**src/rtl/spi_flash_reader.sv**
```systemverilog
// SPI flash word reader: wakes the flash with 0xAB after reset, then serves
// 32-bit little-endian reads using the 0x03 command in SPI mode 0.
module spi_flash_reader #(
  parameter int unsigned CLK_DIV = 2,
  parameter int unsigned CSB_GAP = 4
) (
  input  logic        clock,
  input  logic        resetb,
  input  logic        req_valid,
  output logic        req_ready,
  input  logic [23:0] req_addr,
  output logic        rsp_valid,
  output logic [31:0] rsp_data,
  output logic        busy,
  output logic        flash_csb,
  output logic        flash_clk,
  output logic        flash_io0,
  input  logic        flash_io1
);

  typedef enum logic [2:0] {WAKE, GAP, IDLE, CMD, ADDR, DATA} state_e;

  localparam logic [3:0] DIV_LAST = 4'(CLK_DIV - 1);
  localparam logic [3:0] GAP_LAST = 4'(CSB_GAP - 1);

  state_e      state_q;
  logic        csb_q;
  logic        sclk_q;
  logic        io0_q;
  logic        ready_q;
  logic        busy_q;
  logic        rsp_valid_q;
  logic        last_q;
  logic [31:0] rsp_data_q;
  logic [31:0] rx_q;
  logic [23:0] addr_q;
  logic [23:0] tx_q;
  logic [3:0]  div_q;
  logic [3:0]  gap_q;
  logic [4:0]  bit_q;
  logic [4:0]  field_last_d;
  logic        div_done_d;
  logic        unused_addr_lsb;

  assign unused_addr_lsb = &{1'b0, req_addr[1:0]};

  always_comb begin
    field_last_d = 5'd7;
    case (state_q)
      ADDR:    field_last_d = 5'd23;
      DATA:    field_last_d = 5'd31;
      default: field_last_d = 5'd7;
    endcase
  end

  assign div_done_d = (div_q == DIV_LAST);

  always_ff @(posedge clock or negedge resetb) begin
    if (!resetb) begin
      state_q     <= WAKE;
      csb_q       <= 1'b1;
      sclk_q      <= 1'b0;
      io0_q       <= 1'b0;
      ready_q     <= 1'b0;
      busy_q      <= 1'b1;
      rsp_valid_q <= 1'b0;
      last_q      <= 1'b0;
      rsp_data_q  <= '0;
      rx_q        <= '0;
      addr_q      <= '0;
      tx_q        <= '0;
      div_q       <= '0;
      gap_q       <= '0;
      bit_q       <= '0;
    end else begin
      rsp_valid_q <= 1'b0;
      case (state_q)
        GAP: begin
          if (gap_q == GAP_LAST) begin
            state_q <= IDLE;
            ready_q <= 1'b1;
            busy_q  <= 1'b0;
          end else begin
            gap_q <= gap_q + 4'd1;
          end
        end
        IDLE: begin
          if (req_valid) begin
            state_q <= CMD;
            addr_q  <= {req_addr[23:2], 2'b00};
            ready_q <= 1'b0;
            busy_q  <= 1'b1;
            csb_q   <= 1'b0;
            tx_q    <= {8'h03, 16'h0000};
            io0_q   <= 1'b0;
            div_q   <= '0;
            bit_q   <= '0;
          end
        end
        default: begin
          // csb still high here only on the first cycle of WAKE after reset
          if (csb_q) begin
            csb_q <= 1'b0;
            tx_q  <= {8'hAB, 16'h0000};
            io0_q <= 1'b1;
            div_q <= '0;
            bit_q <= '0;
          end else if (last_q) begin
            last_q  <= 1'b0;
            csb_q   <= 1'b1;
            io0_q   <= 1'b0;
            gap_q   <= '0;
            state_q <= GAP;
            if (state_q == DATA) begin
              rsp_valid_q <= 1'b1;
              rsp_data_q  <= {rx_q[7:0], rx_q[15:8], rx_q[23:16], rx_q[31:24]};
            end
          end else if (!div_done_d) begin
            div_q <= div_q + 4'd1;
          end else if (!sclk_q) begin
            sclk_q <= 1'b1;
            div_q  <= '0;
            if (state_q == DATA) begin
              rx_q <= {rx_q[30:0], flash_io1};
            end
          end else begin
            sclk_q <= 1'b0;
            div_q  <= '0;
            if (bit_q != field_last_d) begin
              bit_q <= bit_q + 5'd1;
              tx_q  <= {tx_q[22:0], 1'b0};
              io0_q <= tx_q[22];
            end else begin
              bit_q <= '0;
              // Last field of a transaction ends with one clk-low cycle before csb rises
              case (state_q)
                CMD: begin
                  state_q <= ADDR;
                  tx_q    <= addr_q;
                  io0_q   <= addr_q[23];
                end
                ADDR: begin
                  state_q <= DATA;
                  io0_q   <= 1'b0;
                end
                default: last_q <= 1'b1;
              endcase
            end
          end
        end
      endcase
    end
  end

  assign req_ready = ready_q;
  assign rsp_valid = rsp_valid_q;
  assign rsp_data  = rsp_data_q;
  assign busy      = busy_q;
  assign flash_csb = csb_q;
  assign flash_clk = sclk_q;
  assign flash_io0 = io0_q;

endmodule
```
**config.mk**
```make
export PLATFORM = sky130hd
export DESIGN_NAME = spi_flash_reader
export DESIGN_NICKNAME = d
export VERILOG_FILES = /design/src/rtl/spi_flash_reader.sv
export SDC_FILE = /design/constraint.sdc
export NUM_CORES = 1
export LEC_CHECK = 0
export BUFFER_PORTS_ARGS = -buffer_cell sky130_fd_sc_hd__buf_4
export CORE_MARGIN = 8
export CORE_UTILIZATION = 55
export CTS_CLUSTER_DIAMETER = 120
export CTS_CLUSTER_SIZE = 30
export DETAILED_ROUTE_END_ITERATION = 10
export GPL_TIMING_DRIVEN = 0
export PLACE_DENSITY_LB_ADDON = 0.12
export SYNTH_ARGS = -nofsm -noshare
export SYNTH_HDL_FRONTEND = slang
export SYNTH_SLANG_ARGS = --single-unit
```
**constraint.sdc**
```tcl
create_clock -name clock -period 2.3 [get_ports clock]
set_input_delay 0.23 -clock clock [delete_from_list [all_inputs] [get_ports clock]]
set_output_delay 0.23 -clock clock [all_outputs]
set_load 0.02 [all_outputs]
```
# [Word level (Yosys, flattened, before mapping)]
# Cells that the tools add are included.
[word_totals] register_bits=132 input_bits=28 out_inout_bits=38 wordCells=125
[op_classes] add_sub_neg=3 eq_ne=15 mux=60 bitwise=6 n_reduce_logical=26
[op_table] op="two-way mux 23 bit" n=7
[op_table] op="one-hot mux 23 bit (2 select lines)" n=1
[op_table] op="two-way mux 5 bit" n=6
[op_table] op="two-way mux 4 bit" n=7
[op_table] op="two-way mux 1 bit" n=21
[op_table] op="two-way mux 3 bit" n=7
[op_table] op="one-hot mux 5 bit (2 select lines)" n=2
[op_table] op="nonzero test 4 bit" n=5
[op_table] op="one-hot mux 4 bit (2 select lines)" n=2
[op_table] op="one-hot mux 3 bit (2 select lines)" n=2
[op_table] op="AND reduction 4 bit" n=3
[op_table] op="AND reduction 6 bit" n=2
[op_table] op="one-hot mux 1 bit (2 select lines)" n=5
[op_table] op="AND reduction 5 bit" n=2
[op_table] op="adder 4 x 1 -> 4 bit (second input constant)" n=2
[op_table] op="AND reduction 7 bit" n=1
[op_table] op="== test 3 x 2 -> 1 bit (second input constant)" n=2
[op_table] op="== test 3 bit (second input constant)" n=2
[op_table] op="!= test 2 bit (second input constant)" n=3
[op_table] op="NOT 1 bit" n=6
[op_table] op="AND reduction 2 bit" n=3
[op_table] op="AND reduction 3 bit" n=2
[op_table] op="nonzero test 3 bit" n=2
[op_table] op="nonzero test 6 bit" n=1
[op_table] op="other kinds (12)" n=14

# [Logic depth before layout (Yosys ltp)]
# Gate-level depths: netlist (run 1).
[logic_depth] word_depth=9 depth_mapped=10

# [Least setup slack after synthesis (run 1)]
# OpenSTA, ideal clock, no wires.
[synth_timing] kind="register -> register" start="reg div_q[1]" end="reg bit_q[4]" setup_time_ns=0.076 arrival_ns=2.080 required_ns=2.224 setup_slack_ns=0.144 path_stages_with_launch=10 n_path_buf=1 synth_period_minus_slack_ns=2.156 path_cell_list="dfrtp_1 > inv_1 > ha_1 > nor3b_1 > nand2_1 > a22o_1 > buf_2 > or3_1 > or3_1 > o21ai_1"
[synth_via] elab_chain_cells=3
[synth_lines] item="start, declared" line="38" source="logic [3:0] div_q;"
[synth_lines] item="start signal, assigned" line="119" source="div_q <= div_q + 4'd1;"
[synth_lines] item="== test 4 x 1 -> 1 bit" line="56" source="assign div_done_d = (div_q == DIV_LAST);"
[synth_lines] item="nonzero test 3 bit (no line)"
[synth_lines] item="AND reduction 5 bit (no line)"
[synth_lines] item="end signal, assigned" line="130" source="bit_q <= bit_q + 5'd1;"
[synth_lines] item="end, declared" line="40" source="logic [4:0] bit_q;"
# No other way between the ends.
# A chain may end at the register's enable or synchronous reset.

# [Worst setup path after layout (run 1)]
[layout_timing] start="reg state_q[2]" end="reg bit_q[4]"
[layout_via] elab_chain_cells=9
[layout_lines] item="start, declared" line="26" source="state_e state_q;"
[layout_lines] item="start signal, assigned" line="60" source="state_q <= WAKE;"
[layout_lines] item="start signal, assigned" line="80" source="state_q <= IDLE;"
[layout_lines] item="start signal, assigned" line="89" source="state_q <= CMD;"
[layout_lines] item="== test 3 bit" line="49" source="case (state_q)"
[layout_lines] item="one-hot mux 5 bit (2 select lines)" line="49"
[layout_lines] item="!= test 5 bit" line="129" source="if (bit_q != field_last_d) begin"
[layout_lines] item="two-way mux 5 bit" line="129"
[layout_lines] item="two-way mux 5 bit" line="120" source="end else if (!sclk_q) begin"
[layout_lines] item="two-way mux 5 bit" line="118" source="end else if (!div_done_d) begin"
[layout_lines] item="two-way mux 5 bit" line="108" source="end else if (last_q) begin"
[layout_lines] item="two-way mux 5 bit" line="102" source="if (csb_q) begin"
[layout_lines] item="one-hot mux 5 bit (2 select lines)" line="77" source="case (state_q)"
# Several ways; a longest one is shown, not always the timed one. The select of a mux whose other input is x is not followed.

==> summary.txt, run 1 <==
number of vias after detailed routing = 3805
data arrival time at the worst-slack endpoint = 2.67 ns
synthesized area = 5540 um^2
commonest cells after routing, fill and taps aside = 127 x dfrtp_1, 89 x mux2_2, 67 x buf_4
number of max-cap violations = 0
wirelength, routed = 11800 um
Internal Power = 5010 uW
Rows = 36
post-detailed-route count of antenna-violating nets = 0
largest net degree at the start of global routing = 70
area of the die = 13500 um^2
relative slew slack = 55.7%
power per standard cell area = 1010 nW/um^2
Wirelength per Cell = 17.0 um
number of flops mapped to enable cells by yosys = 0
largest stage delay on the critical path = 0.36 ns
antenna violations before repair = 0
share of synthesized flip-flops with an asynchronous set or reset = 100%
Cell Area, Placed = 6210 um^2
global route total overflow = 0
unrepaired setup endpoints after global routing = no
total CTS buffers = 17
antenna cell count = 0
routed via count divided by cell count = 5.47
part of the power in registers = 39.1%
endpoint required time on the critical path = 2.75 ns
Residual DRC = 0
Tightest Hold Check Type = in2reg
pins over their slew limit = 0
maximum root-to-sink buffer count = 2
area of the placeable core = 9770 um^2
Chip Width = 116 um
vias in the first global route = 3931
cells after synthesis = 441
average size of a mapped cell = 12.6 um^2
clock-pin slew reported for the worst setup and hold paths after clock tree synthesis = 0.06 ns
Final Net Count = 582
library cell contributing the largest single delay on the critical path = dfrtp_1
critical path launch point type = register
clock sink count = 130
count of TritonRoute iterations in the first routing pass = 4
fill cell instance count of the final layout = 674
area used by multi-input combinational logic = 2250 um^2
Comb power frac = 24.6%
library cells used by synthesis = 46
global-route wire length before repair = 19200 um
Setup-failing EPs final = 0
Sum Neg Setup Slack = 0 ns
highest fanout seen on the critical path = 10
endpoint type of the worst setup path = register
final period demand of the worst path = 2.22 ns
register area share after synthesis = 58.8%
most common library cell in the layout ignoring fill and taps = dfrtp_1
switching power = 2260 uW
clock latency on the worst-skew pair = 0.53 ns
number of levels the H-tree was split into = 4
maximum VDD drop = 682 uV
share of cells above drive strength 1 = 39.1%
Initial DRC Count = 234
Fin Hold WS = 0.0835 ns
initial standard-cell utilization of the core = 56.6%
storage element area = 3260 um^2
Die Y-Extent = 116 um
CP bufs+invs = 2
Boundary Pins = 66
Clk network pwr share = 36.2%
CTS root buffer = clkbuf_8
PortBufs = 63
Design Area, Final = 7170 um^2
Crit path max-delay family = simple AND/OR/NAND/NOR gates
Setup Slack @ Placement = -0.254 ns
top_reg_cell synth = dfrtp_1
setup slack after layout = 0.0849 ns
cell count after placement = 638
Area Overhead vs Synth = 29.5%
clock tree from TritonCTS = done
worst slew pin tran = 0.664 ns
switching fraction of total power = 31.0%
syn nets = 473
DPL Wire Length = 7560 um
crit path kind = reg2reg
Lkg Pwr = 0.00341 uW
Finished Layout Cells = 696
outcome = complete, no violations
flop and latch count out of synthesis = 130
worst-case clock skew = 0.0212 ns
highest attainable clock frequency = 0.451 GHz
total routing resource utilization after global routing = 18.5%
RePlAce Congestion = 0.853
Period Utilization, post-route = 96.3%
list of cells traversed by the critical path = buf_2 > and4bb_1 > buf_6 > a21oi_2 > a22o_4 > or3_4 > or3_1 > o21ai_1
Yosys warnings = 0
Hold Vio Cnt, Final = 0
-- flip-flops by register name, summed over array words and instances (netlist names) --
register and cells:
addr_q 22, rx_q 32, div_q 4, req_ready 1, bit_q 5, gap_q 4, flash_clk 1, last_q 1
rsp_data 32, busy 1, state_q 3, flash_csb 1, rsp_valid 1, tx_q 21, flash_io0 1
-- worst reg2reg max path, stage by stage, from the launching register on --
cell and delay, ns:
dfrtp_1 0.36, buf_2 0.17, and4bb_1 0.30, buf_6 0.15, a21oi_2 0.06, a22o_4 0.32
or3_4 0.35, or3_1 0.35, o21ai_1 0.08
-- layout make-up --
| type | count | area share, % |
|---|---|---|
| inverter | 7 | 0.366 |
| sequential | 130 | 45.4 |
| clock buffer | 19 | 6.02 |
| buffer | 21 | 1.69 |
| clock inverter | 13 | 2.13 |
| tap | 133 | 2.32 |
| timing repair buffer | 91 | 10.7 |
| multi-input combinational | 282 | 31.3 |
-- metrics by stage --
| step | util, % | power, uW |
|---|---|---|
| after floorplan | - | 3960 |
| after global placement | 63.2 | 4370 |
| after detailed placement | 63.5 | 4440 |
| after CTS | 72.5 | 7200 |
| after global routing | 73.3 | 7630 |
| final | 73.3 | 7270 |
-- logic make-up (layout without fill, tap and decap cells) --
family | count (synthesis) | after routing | synth area share, %
xor gates and xnor gates | 4 | 4 | 0.633
AOI/OAI and AO/OA | 68 | 68 | 7.93
DFF | 130 | 130 | 58.8
muxes | 106 | 106 | 21.2
and+or+nand+nor | 100 | 100 | 8.29
buffers and inverters | 29 | 151 | 2.26
adders and majority gates | 4 | 4 | 0.904
-- synthesized netlist by cell type, drive strengths merged, types with 5 or more instances --
library cell	number	area (um^2)
a21oi	11	58.8
buf	10	53.8
clkbuf	12	45.0
dfrtp	128	3200
inv	7	26.3
mux2	89	1000
mux2i	17	170
nand2	45	169
nand2b	6	37.5
nand3	6	30.0
nor2	24	90.1
nor3	5	25.0
o21ai	31	155
-- routing by layer --
layer	routed length, um	share of wire (%)	up-vias	GRT usage [%]
li1	-	-	1793	-
met1	5210	44	1919	22.5
met2	5830	49	78	29.6
met3	588	5.0	15	6.36
met4	219	1.8	0	7.78
met5	0	0	-	0
-- what timing repair did --
| item | 4_1_cts | 5_1_grt |
|---|---|---|
| buffers inserted | 0 | 3 |
| endpoints found under the setup margin | 54 | 56 |
| hold buffers | 24 | 0 |
| gates resized for setup | 17 | 15 |
| hold endpoints to repair | 84 | 0 |
| pin swaps | 0 | 1 |
-- power groups by stage --
stage | registers (uW) | logic (uW) | clock network, uW
after floorplan | 2840 | 1110 | 0
after global placement | 2860 | 1510 | 0
after detailed placement | 2870 | 1570 | 0
after CTS | 2830 | 1690 | 2680
after global routing | 2880 | 1960 | 2790
final | 2840 | 1790 | 2630
-- worst paths after layout --
path / slack [ns] / end / cells past startpoint / start
worst max register to register: 0.08 / bit_q[4]$_DFFE_PN0P_ / 8 / state_q[2]$_DFFE_PN0P_
worst min register to register: 0.48 / tx_q[6]$_DFFE_PN0P_ / 2 / tx_q[6]$_DFFE_PN0P_
min in group asynchronous: 0.24 / gap_q[3]$_DFFE_PN0P_ / 2 / resetb
worst min-delay path: 0.08 / flash_csb$_DFFE_PN1P_ / 4 / req_valid
worst max-delay path: 0.08 / bit_q[4]$_DFFE_PN0P_ / 8 / state_q[2]$_DFFE_PN0P_
max in group asynchronous: 1.34 / busy$_DFFE_PN1P_ / 3 / resetb
No activity file was read; power rests on OpenSTA's default activity.
==> run 2, diff against run 1 <==
Settings changed: CAP_MARGIN set to 40, PLACE_DENSITY set to 0.76, PLACE_DENSITY_LB_ADDON 0.12 to unset.
==> run 2 against run 1 <==
  * Total power up 2.9%
  * Final area up 0.58%
  * Non-clock buffer count decreased by 1
==> summary.txt, run 2 (synthesized netlist as in run 1, its figures left out) <==
outcome = complete, no violations (unchanged)
Clk network pwr share = 37.7% (was 36.2%)
R2R cell count = 8 (unchanged)
crit path kind = reg2reg (unchanged)
antenna violations before repair = 0 (unchanged)
highest fanout seen on the critical path = 10 (unchanged)
final period demand of the worst path = 2.22 ns (about the same)
CP bufs+invs = 2 (unchanged)
Overall Power = 7480 uW (was 7270 uW)
top routing layer used = met4 (unchanged)
Met3 Wirelength = 790 um (was 588 um)
Die Y-Extent = 116 um (unchanged)
Period Utilization, post-route = 96.4% (was 96.3%)
list of cells traversed by the critical path = buf_2 > and4bb_1 > buf_6 > a21oi_2 > a22o_4 > or3_4 > or3_1 > o21ai_1 (unchanged)
clock-pin slew reported for the worst setup and hold paths after clock tree synthesis = 0.06 ns (about the same)
maximum VDD drop = 626 uV (was 682 uV)
clock sink count = 130 (unchanged)
clock latency on the worst-skew pair = 0.53 ns (about the same)
storage element area = 3260 um^2 (about the same)
Sum Neg Setup Slack = 0 ns (unchanged)
post-detailed-route count of antenna-violating nets = 0 (unchanged)
switching power = 2210 uW (was 2260 uW)
endpoint type of the worst setup path = register (unchanged)
Hold Vio Cnt, Final = 0 (unchanged)
Setup-failing EPs final = 0 (unchanged)
number of levels the H-tree was split into = 4 (unchanged)
power per standard cell area = 1040 nW/um^2 (was 1010 nW/um^2)
R2R Path Start = state_q[2]$_DFFE_PN0P_ (unchanged)
total routing resource utilization after global routing = 20.1% (was 18.5%)
Chip Width = 116 um (unchanged)
share of cells above drive strength 1 = 38.8% (was 39.1%)
switching fraction of total power = 29.6% (was 31.0%)
largest net degree at the start of global routing = 71 (was 70)
total CTS buffers = 17 (unchanged)
most common library cell in the layout ignoring fill and taps = dfrtp_1 (unchanged)
vias in the first global route = 4222 (was 3931)
Crit path max-delay family = simple AND/OR/NAND/NOR gates (unchanged)
routed wire length on met2 = 6370 um (was 5830 um)
CTS root buffer = clkbuf_8 (unchanged)
Crit. path cell count = 8 (unchanged)
Tightest Hold Check Type = in2reg (unchanged)
Internal Power = 5270 uW (was 5010 uW)
Boundary Pins = 66 (unchanged)
Residual DRC = 0 (unchanged)
Lkg Pwr = 0.00344 uW (was 0.00341 uW)
Wirelength per Cell = 17.7 um (was 17.0 um)
fill cell instance count of the final layout = 662 (was 674)
library cell contributing the largest single delay on the critical path = or3_1 (was dfrtp_1)
area of the die = 13500 um^2 (unchanged)
worst hold path stage count = 4 (unchanged)
routed via count divided by cell count = 5.52 (was 5.47)
pins over their slew limit = 0 (unchanged)
initial standard-cell utilization of the core = 56.6% (unchanged)
endpoint required time on the critical path = 2.76 ns (was 2.75 ns)
area of the placeable core = 9770 um^2 (unchanged)
maximum root-to-sink buffer count = 2 (unchanged)
largest stage delay on the critical path = 0.37 ns (was 0.36 ns)
commonest cells after routing, fill and taps aside = 128 x dfrtp_1, 89 x mux2_2, 66 x buf_4 (was 127 x dfrtp_1, 89 x mux2_2, 67 x buf_4)
number of vias after detailed routing = 3837 (was 3805)
data arrival time at the worst-slack endpoint = 2.67 ns (about the same)
Finished Layout Cells = 695 (was 696)
critical path launch point = state_q[2]$_DFFE_PN0P_ (unchanged)
Area Overhead vs Synth = 30.2% (was 29.5%)
cell count after placement = 638 (unchanged)
area used by multi-input combinational logic = 2250 um^2 (about the same)
routed metal-1 wire length = 4990 um (was 5210 um)
worst min-delay path startpoint = req_valid (unchanged)
DPL Wire Length = 7830 um (was 7560 um)
number of max-cap violations = 0 (unchanged)
highest attainable clock frequency = 0.451 GHz (about the same)
global-route wire length before repair = 20800 um (was 19200 um)
wirelength, routed = 12300 um (was 11800 um)
Comb power frac = 24.2% (was 24.6%)
relative slew slack = 56.3% (was 55.7%)
global route total overflow = 0 (unchanged)
worst-case clock skew = 0.0113 ns (was 0.0212 ns)
Final Net Count = 581 (was 582)
PortBufs = 63 (unchanged)
worst slew pin tran = 0.655 ns (was 0.664 ns)
Rows = 36 (unchanged)
count of TritonRoute iterations in the first routing pass = 5 (was 4)
part of the power in registers = 38.2% (was 39.1%)
clock tree from TritonCTS = done (unchanged)
antenna cell count = 0 (unchanged)
critical path launch point type = register (unchanged)
Initial DRC Count = 258 (was 234)
Fin Hold WS = 0.0950 ns (was 0.0835 ns)
RePlAce Congestion = 0.877 (was 0.853)
run 2: cell count changes in the layout (fill, tap and decap cells not counted), moves of 2 or more:
cell / change
clkbuf_2: +2
inv_6: -2
bufinv_16: +2
clkbuf_1: +2
clkinvlp_4: -4
clkbuf_8: +2
run 2: repair_timing:
item	in CTS	in global routing
resized for setup	19	16
pin swaps	1	0
setup endpoints to repair	65	69
setup buffers	0	2
hold buffers	24	0
hold endpoints to repair	82	0
run 2: layer usage:
| layer | vias to the layer above | track usage, % |
|---|---|---|
| li1 | 1789 | - |
| met1 | 1908 | 23.6 |
| met2 | 121 | 33.7 |
| met3 | 19 | 6.72 |
| met4 | 0 | 6.83 |
| met5 | - | 0 |
run 2: worst register-to-register path, cell delays in order (launching register included):
cell and delay [ns]:
dfrtp_1 0.35, buf_2 0.17, and4bb_1 0.30, buf_6 0.15, a21oi_2 0.06, a22o_4 0.32
or3_4 0.36, or3_1 0.37, o21ai_1 0.08
run 2: stage by stage:
stage                     setup slack, ns  instance area [um^2]  utilization [%]
final                              0.0824                  7210             73.8
after floorplan                     0.144                  5540                -
after global placement             -0.255                  6180             63.2
after global routing              -0.0215                  7210             73.8
after detailed placement           -0.282                  6210             63.5
after CTS                         0.00346                  7130             72.9
run 2: worst paths after layout:
kind	to	slack [ns]
max	bit_q[4]$_DFFE_PN0P_	0.08
min	flash_csb$_DFFE_PN1P_	0.1
max reg2reg	bit_q[4]$_DFFE_PN0P_	0.08
min reg2reg	tx_q[2]$_DFFE_PN0P_	0.48
max in group asynchronous	rsp_data[28]$_DFFE_PN0P_	1.33
min in group asynchronous	gap_q[0]$_DFFE_PN0P_	0.25
run 2: power by group through the flow:
| stage | clock [uW] | sequential (uW) | combinational [uW] |
|---|---|---|---|
| after floorplan | 0 | 2840 | 1110 |
| after CTS | 2860 | 2840 | 1710 |
| after detailed placement | 0 | 2870 | 1580 |
| after global placement | 0 | 2860 | 1530 |
| final | 2820 | 2860 | 1810 |
| after global routing | 2970 | 2900 | 2000 |
run 2: area by class of cell:
type,instances,share of cell area (%)
plain buffers,21,1.67
clock buffers,24,6.52
clock inverters,8,2.08
inverters,7,0.364
multi-input cells,282,31.2
flip-flops and latches,130,45.2
well taps,133,2.31
repair buffers,90,10.7
==> run 3, diff against run 2 <==
Settings changed: CORE_ASPECT_RATIO set to 0.7, CTS_CLUSTER_SIZE 30 to unset.
==> run 3 against run 2 <==
  * Critical path depth stayed put
  * Global-route usage fell by 1.2 points
  * First-iteration DRC count increased by 15%
  * Die area up 0.38%
  * Via count shrank 1.5%
  * Final cell count decreased by 3.7%
  * Sequential share of layout area grew 1.9 points
  * Register-to-register slack about the same
  * Combinational power is essentially flat
  * Worst hold slack got worse by 0.044 ns
  * Non-clock buffer count shrank 20
  * Critical endpoint is now tx_q[18]$_DFFE_PN0P_
  * Largest cell class unchanged
==> summary.txt, run 3 (synthesized netlist as in run 1, its figures left out) <==
outcome = complete, no violations (unchanged)
area used by multi-input combinational logic = 2230 um^2 (was 2250 um^2)
Final Net Count = 561 (was 581)
Wirelength per Cell = 18.5 um (was 17.7 um)
critical path launch point = bit_q[0]$_DFFE_PN0P_ (was state_q[2]$_DFFE_PN0P_)
fill cell instance count of the final layout = 687 (was 662)
final standard cell utilization of the core = 70.9% (was 73.8%)
routed via count divided by cell count = 5.65 (was 5.52)
most common library cell in the layout ignoring fill and taps = dfrtp_1 (unchanged)
Sum Neg Setup Slack = 0 ns (unchanged)
global route hottest layer = met2 (unchanged)
commonest cells after routing, fill and taps aside = 128 x dfrtp_1, 89 x mux2_2, 71 x buf_4 (was 128 x dfrtp_1, 89 x mux2_2, 66 x buf_4)
R2R Path Start = bit_q[0]$_DFFE_PN0P_ (was state_q[2]$_DFFE_PN0P_)
crit path kind = reg2reg (unchanged)
Design Area, Final = 6920 um^2 (was 7210 um^2)
Period Utilization, post-route = 97.1% (was 96.4%)
final period demand of the worst path = 2.23 ns (was 2.22 ns)
met3 track demand over resource in global routing = 4.89% (was 6.72%)
total routing resource utilization after global routing = 18.9% (was 20.1%)
Tightest Hold Check Type = in2reg (unchanged)
terminus of the critical flop-to-flop path = tx_q[18]$_DFFE_PN0P_ (was bit_q[4]$_DFFE_PN0P_)
Comb power frac = 24.8% (was 24.2%)
CTS root buffer = clkbuf_16 (was clkbuf_8)
Hold Vio Cnt, Final = 0 (unchanged)
Area Overhead vs Synth = 25.1% (was 30.2%)
total CTS buffers = 17 (unchanged)
PortBufs = 63 (unchanged)
number of vias after detailed routing = 3780 (was 3837)
RePlAce Congestion = 0.853 (was 0.877)
clock-pin slew reported for the worst setup and hold paths after clock tree synthesis = 0.06 ns (about the same)
count of TritonRoute iterations in the first routing pass = 5 (unchanged)
number of max-cap violations = 0 (unchanged)
R2R cell count = 8 (unchanged)
Die Y-Extent = 99.9 um (was 116 um)
Chip Width = 136 um (was 116 um)
met1 Use GR = 25.6% (was 23.6%)
Cell Area, Placed = 6200 um^2 (was 6210 um^2)
global route total overflow = 0 (unchanged)
post-detailed-route count of antenna-violating nets = 0 (unchanged)
maximum VDD drop = 609 uV (was 626 uV)
maximum root-to-sink buffer count = 2 (unchanged)
endpoint required time on the critical path = 2.60 ns (was 2.76 ns)
clock latency on the worst-skew pair = 0.41 ns (was 0.53 ns)
pins over their slew limit = 0 (unchanged)
Initial DRC Count = 296 (was 258)
highest fanout seen on the critical path = 10 (unchanged)
data arrival time at the worst-slack endpoint = 2.53 ns (was 2.67 ns)
antenna cell count = 0 (unchanged)
setup slack after layout = 0.0674 ns (was 0.0824 ns)
Setup-failing EPs final = 0 (unchanged)
wirelength, routed = 12400 um (was 12300 um)
capturing instance or port of the critical path = tx_q[18]$_DFFE_PN0P_ (was bit_q[4]$_DFFE_PN0P_)
antenna violations before repair = 0 (unchanged)
global-route wire length before repair = 20200 um (was 20800 um)
largest net degree at the start of global routing = 89 (was 71)
storage element area = 3260 um^2 (unchanged)
endpoint type of the worst setup path = register (unchanged)
clock sink count = 130 (unchanged)
initial standard-cell utilization of the core = 56.7% (was 56.6%)
DPL Wire Length = 8000 um (was 7830 um)
area of the die = 13600 um^2 (was 13500 um^2)
power per standard cell area = 1070 nW/um^2 (was 1040 nW/um^2)
clock tree from TritonCTS = done (unchanged)
area of the placeable core = 9760 um^2 (was 9770 um^2)
critical path launch point type = register (unchanged)
highest attainable clock frequency = 0.448 GHz (was 0.451 GHz)
vias in the first global route = 3886 (was 4222)
worst-case clock skew = 0.0100 ns (was 0.0113 ns)
Setup Slack @ Placement = -0.358 ns (was -0.282 ns)
Residual DRC = 0 (unchanged)
relative slew slack = 60.6% (was 56.3%)
switching fraction of total power = 30.4% (was 29.6%)
Rows = 30 (was 36)
Boundary Pins = 66 (unchanged)
share of cells above drive strength 1 = 40.3% (was 38.8%)
Overall Power = 7380 uW (was 7480 uW)
Clk network pwr share = 36.5% (was 37.7%)
Lkg Pwr = 0.00333 uW (was 0.00344 uW)
worst slew pin tran = 0.591 ns (was 0.655 ns)
switching power = 2240 uW (was 2210 uW)
internal reg-to-reg setup slack = 0.07 ns (was 0.08 ns)
part of the power in registers = 38.7% (was 38.2%)
number of levels the H-tree was split into = 4 (unchanged)
GRT met2 Usage = 28.5% (was 33.7%)
Internal Power = 5140 uW (was 5270 uW)
[run 3: cell types whose count changed in the layout (fill, tap and decap cells not counted), moves of 2 or more]
cell,change
dlygate4sd3_1,-23
clkbuf_8,-3
buf_4,+5
clkinv_2,+3
nor2_2,-2
[run 3: through the flow]
| step | hold slack (ns) | cells |
|---|---|---|
| 4_1_cts | 0.0422 | 667 |
| 2_1_floorplan | -0.0656 | 441 |
| 3_5_place_dp | 0.181 | 633 |
| 6_report | 0.0510 | 669 |
| 5_1_grt | 0.0393 | 669 |
| 3_3_place_gp | 0.457 | 632 |
[run 3: area by class of cell]
cell class / count / share of cell area, %
Buffer: 21 / 1.72
Inverter: 7 / 0.379
Clock buffer: 21 / 6.51
Clock inverter: 10 / 1.95
Timing Repair Buffer: 70 / 7.97
Tap cell: 128 / 2.31
Multi-Input combinational cell: 282 / 32.1
Sequential cell: 130 / 47.0
[run 3: power groups by stage]
stage,logic (uW),clock network (uW),registers [uW]
final,1830,2690,2860
after global placement,1530,0,2860
after floorplan,1110,0,2840
after CTS,1720,2720,2850
after detailed placement,1580,0,2870
after global routing,2000,2840,2880
[run 3: worst min path at each step]
stage                                    from                endpoint  slack (ns)  depth (start not counted)
after global routing              req_addr[4]   addr_q[4]$_DFFE_PN0P_        0.04                          2
final                            req_addr[22]  addr_q[22]$_DFFE_PN0P_        0.05                          2
after floorplan                        resetb  addr_q[10]$_DFFE_PN0P_       -0.07                          0
after global placement    tx_q[2]$_DFFE_PN0P_     tx_q[2]$_DFFE_PN0P_        0.46                          2
after detailed placement               resetb  addr_q[17]$_DFFE_PN0P_        0.18                          1
after CTS                         req_addr[4]   addr_q[4]$_DFFE_PN0P_        0.04                          2
[run 3: layer usage]
layer	wire length (um)	vias up
li1	-	1752
met1	5590	1892
met2	5930	116
met3	660	20
met4	177	0
met5	0	-
[run 3: critical path, stage by stage, from the launching register on]
cell and delay [ns]:
dfrtp_1 0.41, ha_2 0.25, nand2_1 0.11, nor4b_2 0.31
o22a_2 0.27, buf_4 0.22, buf_4 0.23, mux2i_1 0.24
o21ai_1 0.07
[run 3: what timing repair did]
item	in CTS	in global routing
pin swaps	0	2
hold buffers	1	0
setup endpoints to repair	27	46
hold endpoints to repair	40	0
gates cloned	0	0
gates resized for setup	15	18
buffers inserted	3	2
